==> src/rtl/interleaver_seq_ctrl_if.sv <==
// Handshake and control bundle between the interleaver sequencer and its
// upstream byte source / downstream bit-pair consumer.
interface interleaver_seq_ctrl_if #(
    parameter int IDX_W = 14
);
    logic             start;
    logic             k_size_6144;
    logic             abort;
    logic             byte_valid;
    logic             byte_ready;
    logic             shift_en;
    logic             k_sel;
    logic [IDX_W-1:0] mux_ind;
    logic             out_valid;
    logic             out_ready;
    logic             out_last;
    logic             busy;
    logic             done;

    modport master (
        output start, k_size_6144, abort, byte_valid, out_ready,
        input  byte_ready, shift_en, k_sel, mux_ind, out_valid, out_last, busy, done
    );

    modport slave (
        input  start, k_size_6144, abort, byte_valid, out_ready,
        output byte_ready, shift_en, k_sel, mux_ind, out_valid, out_last, busy, done
    );
endinterface

==> src/rtl/interleaver_seq_ctrl.sv <==
// Turbo interleaver sequencer: loads K/8 bytes, waits for the remap network to
// settle, then walks the shared bit-select index 0..K-1 under valid/ready.
module interleaver_seq_ctrl #(
    parameter int K_LARGE    = 6144,
    parameter int K_SMALL    = 1056,
    parameter int IDX_W      = 14,
    parameter int SETTLE_CYC = 2
) (
    input  logic                  clk,
    input  logic                  clear_n,
    interleaver_seq_ctrl_if.slave bus
);

    localparam int BCNT_W = IDX_W - 3;
    localparam logic [IDX_W-1:0]  LAST_IDX_L  = IDX_W'(K_LARGE - 1);
    localparam logic [IDX_W-1:0]  LAST_IDX_S  = IDX_W'(K_SMALL - 1);
    localparam logic [BCNT_W-1:0] LAST_BYTE_L = BCNT_W'(K_LARGE / 8 - 1);
    localparam logic [BCNT_W-1:0] LAST_BYTE_S = BCNT_W'(K_SMALL / 8 - 1);
    localparam logic [3:0]        SETTLE_LAST = 4'(SETTLE_CYC - 1);

    typedef enum logic [2:0] {
        S_IDLE,
        S_LOAD,
        S_SETTLE,
        S_SERIAL,
        S_DONE
    } state_t;

    state_t            state, state_nx;
    logic              k_sel_q, k_sel_nx;
    logic [BCNT_W-1:0] byte_cnt, byte_cnt_nx;
    logic [3:0]        settle_cnt, settle_cnt_nx;
    logic [IDX_W-1:0]  mux_ind_q, mux_ind_nx;
    logic [IDX_W-1:0]  last_idx;
    logic [BCNT_W-1:0] last_byte;
    logic              byte_acc;
    logic              bit_acc;

    // Block geometry follows the latched size, never the live select input.
    assign last_idx  = k_sel_q ? LAST_IDX_L  : LAST_IDX_S;
    assign last_byte = k_sel_q ? LAST_BYTE_L : LAST_BYTE_S;
    assign byte_acc  = (state == S_LOAD)   && bus.byte_valid;
    assign bit_acc   = (state == S_SERIAL) && bus.out_ready;

    always_ff @(posedge clk) begin
        if (!clear_n) begin
            state      <= S_IDLE;
            k_sel_q    <= 1'b0;
            byte_cnt   <= '0;
            settle_cnt <= '0;
            mux_ind_q  <= '0;
        end else begin
            state      <= state_nx;
            k_sel_q    <= k_sel_nx;
            byte_cnt   <= byte_cnt_nx;
            settle_cnt <= settle_cnt_nx;
            mux_ind_q  <= mux_ind_nx;
        end
    end

    always_comb begin
        state_nx      = state;
        k_sel_nx      = k_sel_q;
        byte_cnt_nx   = byte_cnt;
        settle_cnt_nx = settle_cnt;
        mux_ind_nx    = mux_ind_q;

        case (state)
            S_IDLE: begin
                if (bus.start) begin
                    k_sel_nx    = bus.k_size_6144;
                    byte_cnt_nx = '0;
                    state_nx    = S_LOAD;
                end
            end
            S_LOAD: begin
                if (byte_acc) begin
                    if (byte_cnt == last_byte) begin
                        byte_cnt_nx   = '0;
                        settle_cnt_nx = '0;
                        state_nx      = S_SETTLE;
                    end else begin
                        byte_cnt_nx = byte_cnt + 1'b1;
                    end
                end
            end
            S_SETTLE: begin
                if (settle_cnt == SETTLE_LAST) begin
                    settle_cnt_nx = '0;
                    mux_ind_nx    = '0;
                    state_nx      = S_SERIAL;
                end else begin
                    settle_cnt_nx = settle_cnt + 1'b1;
                end
            end
            S_SERIAL: begin
                if (bit_acc) begin
                    if (mux_ind_q == last_idx) begin
                        mux_ind_nx = '0;
                        state_nx   = S_DONE;
                    end else begin
                        mux_ind_nx = mux_ind_q + 1'b1;
                    end
                end
            end
            S_DONE: begin
                state_nx = S_IDLE;
            end
            default: begin
                state_nx = S_IDLE;
            end
        endcase

        // Abort drops the block outright; shift-register contents are left for
        // the next full load to overwrite.
        if (bus.abort && (state != S_IDLE)) begin
            state_nx      = S_IDLE;
            k_sel_nx      = 1'b0;
            byte_cnt_nx   = '0;
            settle_cnt_nx = '0;
            mux_ind_nx    = '0;
        end
    end

    assign bus.byte_ready = (state == S_LOAD);
    assign bus.shift_en   = byte_acc;
    assign bus.k_sel      = k_sel_q;
    assign bus.mux_ind    = mux_ind_q;
    assign bus.out_valid  = (state == S_SERIAL);
    assign bus.out_last   = (state == S_SERIAL) && (mux_ind_q == last_idx);
    assign bus.busy       = (state != S_IDLE);
    assign bus.done       = (state == S_DONE);

endmodule
==> src/flat_wrapper.sv <==
// flat-port wrapper written by rule: the top's interface ports become plain ports
module interleaver_seq_ctrl_flat 
#(
    parameter int K_LARGE    = 6144,
    parameter int K_SMALL    = 1056,
    parameter int IDX_W      = 14,
    parameter int SETTLE_CYC = 2
)
  (clk, clear_n, bus_start, bus_k_size_6144, bus_abort, bus_byte_valid, bus_out_ready, bus_byte_ready, bus_shift_en, bus_k_sel, bus_mux_ind, bus_out_valid, bus_out_last, bus_busy, bus_done);
  interleaver_seq_ctrl_if #(.IDX_W(IDX_W)) bus_i ();
  input  logic clk;
  input  logic clear_n;
  input wire logic [$bits(bus_i.start)-1:0] bus_start;
  input wire logic [$bits(bus_i.k_size_6144)-1:0] bus_k_size_6144;
  input wire logic [$bits(bus_i.abort)-1:0] bus_abort;
  input wire logic [$bits(bus_i.byte_valid)-1:0] bus_byte_valid;
  input wire logic [$bits(bus_i.out_ready)-1:0] bus_out_ready;
  output wire logic [$bits(bus_i.byte_ready)-1:0] bus_byte_ready;
  output wire logic [$bits(bus_i.shift_en)-1:0] bus_shift_en;
  output wire logic [$bits(bus_i.k_sel)-1:0] bus_k_sel;
  output wire logic [$bits(bus_i.mux_ind)-1:0] bus_mux_ind;
  output wire logic [$bits(bus_i.out_valid)-1:0] bus_out_valid;
  output wire logic [$bits(bus_i.out_last)-1:0] bus_out_last;
  output wire logic [$bits(bus_i.busy)-1:0] bus_busy;
  output wire logic [$bits(bus_i.done)-1:0] bus_done;
  assign bus_i.start = bus_start;
  assign bus_i.k_size_6144 = bus_k_size_6144;
  assign bus_i.abort = bus_abort;
  assign bus_i.byte_valid = bus_byte_valid;
  assign bus_i.out_ready = bus_out_ready;
  assign bus_byte_ready = bus_i.byte_ready;
  assign bus_shift_en = bus_i.shift_en;
  assign bus_k_sel = bus_i.k_sel;
  assign bus_mux_ind = bus_i.mux_ind;
  assign bus_out_valid = bus_i.out_valid;
  assign bus_out_last = bus_i.out_last;
  assign bus_busy = bus_i.busy;
  assign bus_done = bus_i.done;
  interleaver_seq_ctrl #(.K_LARGE(K_LARGE), .K_SMALL(K_SMALL), .IDX_W(IDX_W), .SETTLE_CYC(SETTLE_CYC)) u_core (.clk(clk), .clear_n(clear_n), .bus(bus_i));
endmodule
==> config.mk <==
export PLATFORM = sky130hd
export DESIGN_NAME = interleaver_seq_ctrl_flat
export DESIGN_NICKNAME = d
export VERILOG_FILES = /design/src/rtl/interleaver_seq_ctrl_if.sv /design/src/rtl/interleaver_seq_ctrl.sv /design/src/flat_wrapper.sv
export SDC_FILE = /design/constraint.sdc
export NUM_CORES = 1
export LEC_CHECK = 0
export ABC_CLOCK_PERIOD_IN_PS = 2100
export CORE_MARGIN = 8
export CORE_UTILIZATION = 54
export CTS_CLUSTER_DIAMETER = 100
export DETAILED_ROUTE_END_ITERATION = 10
export GPL_TIMING_DRIVEN = 0
export MAX_ROUTING_LAYER = met4
export PLACE_DENSITY = 0.85
export REMOVE_ABC_BUFFERS = 1
export SYNTH_ARGS = -nofsm -noshare
export SYNTH_HDL_FRONTEND = slang
export SYNTH_SLANG_ARGS = --single-unit
==> constraint.sdc <==
create_clock -name clk -period 2.1 [get_ports clk]
set_input_delay 0.42 -clock clk [delete_from_list [all_inputs] [get_ports clk]]
set_output_delay 0.42 -clock clk [all_outputs]
set_load 0.01 [all_outputs]
==> flow_metrics.env <==
export IMPL_whs_ns=0.521
export IMPL_fin_util_pct=71.2
export IMPL_wl_met2_um=1980
export IMPL_fin_nets=252
export IMPL_grt_pass1_wl_um=7160
export IMPL_rsz0062_at_grt="yes"
export IMPL_crit_fanout=6
export IMPL_outcome="finished with violations"
export IMPL_vias_per_cell=5.52
export IMPL_cp_startpoint="u_core.bus.mux_ind[6]"
export IMPL_root_buffer="clkbuf_4"
export IMPL_diodes=0
export IMPL_cts_hold_buf=0
export IMPL_synthArstFlopShare_pct=0
export IMPL_finalSetupViolations=1
export IMPL_synth_cell_types=47
export IMPL_yosys_area_share_simple_pct=35.5
export IMPL_r2r_setup_slack_ns=0.13
export IMPL_core_rowCount=21
export IMPL_synth_edf_count=0
export IMPL_slew_viol_final=0
export IMPL_grt_use_total_pct=16.7
export IMPL_final_cell_mix="24 x nor2_1, 24 x dfxtp_1, 23 x clkdlybuf4s50_1, 13 x xnor2_1"
export IMPL_final_area_um2=2380
export IMPL_synth_seq_cells=33
export IMPL_gr_total_overflow=0
export IMPL_wl_met1_um=2030
export IMPL_wl_per_cell_um=14.8
export IMPL_fin_ws_ns=-0.0782
export IMPL_regToRegStartpoint="u_core.bus.k_sel"
export IMPL_worst_slew_pin_slew_ns=0.700
export IMPL_die_area_um2=5630
export IMPL_first_pass_iters=4
export IMPL_r2r_end="u_core.byte_cnt[7]"
export IMPL_synth_top_family_by_area="simple AND/OR/NAND/NOR gates"
export IMPL_min_period_ns=2.18
export IMPL_combPwrFrac_pct=27.7
export IMPL_stdcell_count=287
export IMPL_coreArea_um2=3340
export IMPL_synth_warnings=0
export IMPL_place_inst=269
export IMPL_grt_pass1_vias=1536
export IMPL_ios=28
export IMPL_cp_top_family="simple AND/OR/NAND/NOR gates"
export IMPL_initial_core_util_pct=56.4
export IMPL_numCtsBuffers=5
export IMPL_synth_avg_cell_area_um2=9.28
export IMPL_die_x_um=75.1
export IMPL_cap_violations=0
export IMPL_num_vias=1585
export IMPL_drive_gt1_share_pct=23.2
export IMPL_worst_path_buf_inv=1
export IMPL_topRoutingLayerUsed="met4"
export IMPL_slowest_delay_ns=0.50
export IMPL_synth_compound_area_share_pct=9.90
export IMPL_ff2ff_path_depth=5
export IMPL_portBuffers=27
export IMPL_place_gp_congestion=0.825
export IMPL_peakVddDrop_mv=0.520
export IMPL_dp_slack_ns=-0.376
export IMPL_post_dp_cell_area_um2=2160
export IMPL_end_kind="output pin"
export IMPL_synth_area_um2=1880
export IMPL_worstSetupStartpointType="flip-flop"
export IMPL_internal_power_w=0.00101
export IMPL_cp_arrival_ns=1.76
export IMPL_antenna_found_initial=0
export IMPL_die_y_um=75.1
export IMPL_routed_wl_um=4240
export IMPL_htree_levels=2
export IMPL_cpMostUsedCell="and4_1"
export IMPL_maxSlewHeadroom_pct=52.6
export IMPL_hpwl_um=2700
export IMPL_clock_skew_ns=0.00872
export IMPL_synth_mux_area_share_pct=2.13
export IMPL_clk_pin_slew_ns=0.10
export IMPL_clock_latency_ns=0.34
export IMPL_final_hold_viol_count=0
export IMPL_cts_tree="done"
export IMPL_achievable_frequency_mhz=459
export IMPL_sequentialPowerShare_pct=47.3
export IMPL_pwr_share_clk_pct=25.0
export IMPL_finalCritPeriodShare_pct=104
export IMPL_drtIter0Drc=130
export IMPL_p_leak_nw=0.838
export IMPL_switchingPower_w=0.000491
export IMPL_cp_slowest_cell="dfxtp_1"
export IMPL_cts_buffer_depth=2
export IMPL_fillers=276
export IMPL_path_depth=5
export IMPL_power_density_nw_per_um2=630
export IMPL_synthXorXnorAreaFrac_pct=10.2
export IMPL_ant_nets=0
export IMPL_violations="negative setup slack"
export IMPL_worstSetupPathType="reg -> out"
export IMPL_synth_main_ff_cell="dfxtp_1"
export IMPL_grt_max_degree=22
export IMPL_synth_cells=203
export IMPL_ys_seq_area_share_pct=35.1
export IMPL_crit_required_ns=1.68
export IMPL_drc_errors=0
export IMPL_routed_wl_met3_um=162
export IMPL_path_cells="and4_1, and4_1, o21ai_4, nor2_2, buf_2"
export IMPL_syn_to_final_growth_pct=26.2
export IMPL_swShare_pct=32.8
export IMPL_setup_worst_path_end="bus_out_last"
export IMPL_cts_sinks=33
export IMPL_synthAdderAreaFrac_pct=2.66
export IMPL_hold_class="reg -> reg"
-- per-layer routing --
| layer | GRT usage, % | vias up |
|---|---|---|
| met1 | 21.2 | 748 |
| met4 | 5.87 | 0 |
| met2 | 25.0 | 28 |
| met3 | 4.39 | 7 |
| li1 | - | 802 |
| met5 | - | - |
-- cell usage after synthesis, types with 2 or more instances --
cell      instances  area share [%]
or3_1             3             1.0
nand3b_1          3             1.2
nor3_2           10             5.3
and4_1            3             1.4
nor3b_1           3             1.2
buf_2             2            0.53
nor4_1            2            0.66
mux2i_1           4             2.1
ha_1              4             2.7
nor4b_4           2             2.5
xnor2_1          13             6.0
dfxtp_1          33              35
or4_1             2            0.80
nor2_1           25             5.0
o21ai_2           2            0.93
nor3_1            8             2.1
nor4_2            3             2.0
o21ai_0           2            0.53
buf_4             2            0.80
xor2_1            9             4.2
and2_1            3             1.0
o21bai_1          2            0.80
a21oi_1           8             2.1
nor2b_1           4             1.3
nand2_1           9             1.8
inv_1             8             1.6
nand3_1          10             2.7
nand4_1           4             1.3
or4_4             2             1.2
-- cell families after synthesis --
| kind of cell | Yosys count |
|---|---|
| AO/OA/AOI/OAI | 24 |
| XOR/XNOR | 22 |
| multiplexers | 4 |
| flip-flops | 33 |
| buffers and inverters | 15 |
| adder cells (fa/ha/maj) | 4 |
| AND/OR/NAND/NOR | 101 |
-- sequential cells by signal, indices dropped and copies added, names as in the netlist --
signal,cells
u_core.byte_cnt,11
u_core.settle_cnt,4
u_core.bus.mux_ind,14
u_core.state,3
u_core.bus.k_sel,1
-- worst reg2reg max path, delay by kind of cell (launching register included) --
family | cells | cell delay [ns]
compound gates | 3 | 0.78
simple gates | 2 | 0.67
flops | 1 | 0.39
-- power groups by stage --
stage | clock, W | sequential [W] | combinational [W]
finish | 0.000375 | 0.000707 | 0.000414
global route | 0.000404 | 0.000716 | 0.000458
CTS | 0.000383 | 0.000709 | 0.000404
detailed placement | 0 | 0.000721 | 0.000344
global placement | 0 | 0.000720 | 0.000338
floorplan | 0 | 0.000711 | 0.000231
-- stage by stage --
stage / power, W / TNS, ns
2_1_floorplan: 0.000941 / 0
3_3_place_gp: 0.00106 / -4.67
3_5_place_dp: 0.00106 / -5.32
4_1_cts: 0.00150 / -0.139
5_1_grt: 0.00158 / -0.166
6_report: 0.00150 / -0.0782
-- worst min-delay path by stage --
stage	start	endpoint	slack, ns	depth (start not counted)
finish	u_core.byte_cnt[10]	u_core.byte_cnt[10]	0.52	2
global route	u_core.byte_cnt[10]	u_core.byte_cnt[10]	0.55	2
detailed placement	u_core.byte_cnt[10]	u_core.byte_cnt[10]	0.50	2
CTS	u_core.byte_cnt[10]	u_core.byte_cnt[10]	0.52	2
global placement	u_core.byte_cnt[10]	u_core.byte_cnt[10]	0.49	2
floorplan	u_core.byte_cnt[10]	u_core.byte_cnt[10]	0.47	2
-- layout make-up --
type	count	area [um^2]	area share [%]
Inverter	8	30.0	1.26
Clock buffer	7	55.1	2.32
Sequential cell	33	684	28.8
Tap cell	46	57.6	2.42
Multi-Input combinational cell	155	1180	49.9
Timing Repair Buffer	38	364	15.3
-- what timing repair did --
item / CTS / global route
setup buffers: 9 / 2
gates resized for setup: 19 / 12
setup endpoints to repair: 25 / 23
pin swaps: 3 / 3
(Power assumes the default switching activity.)
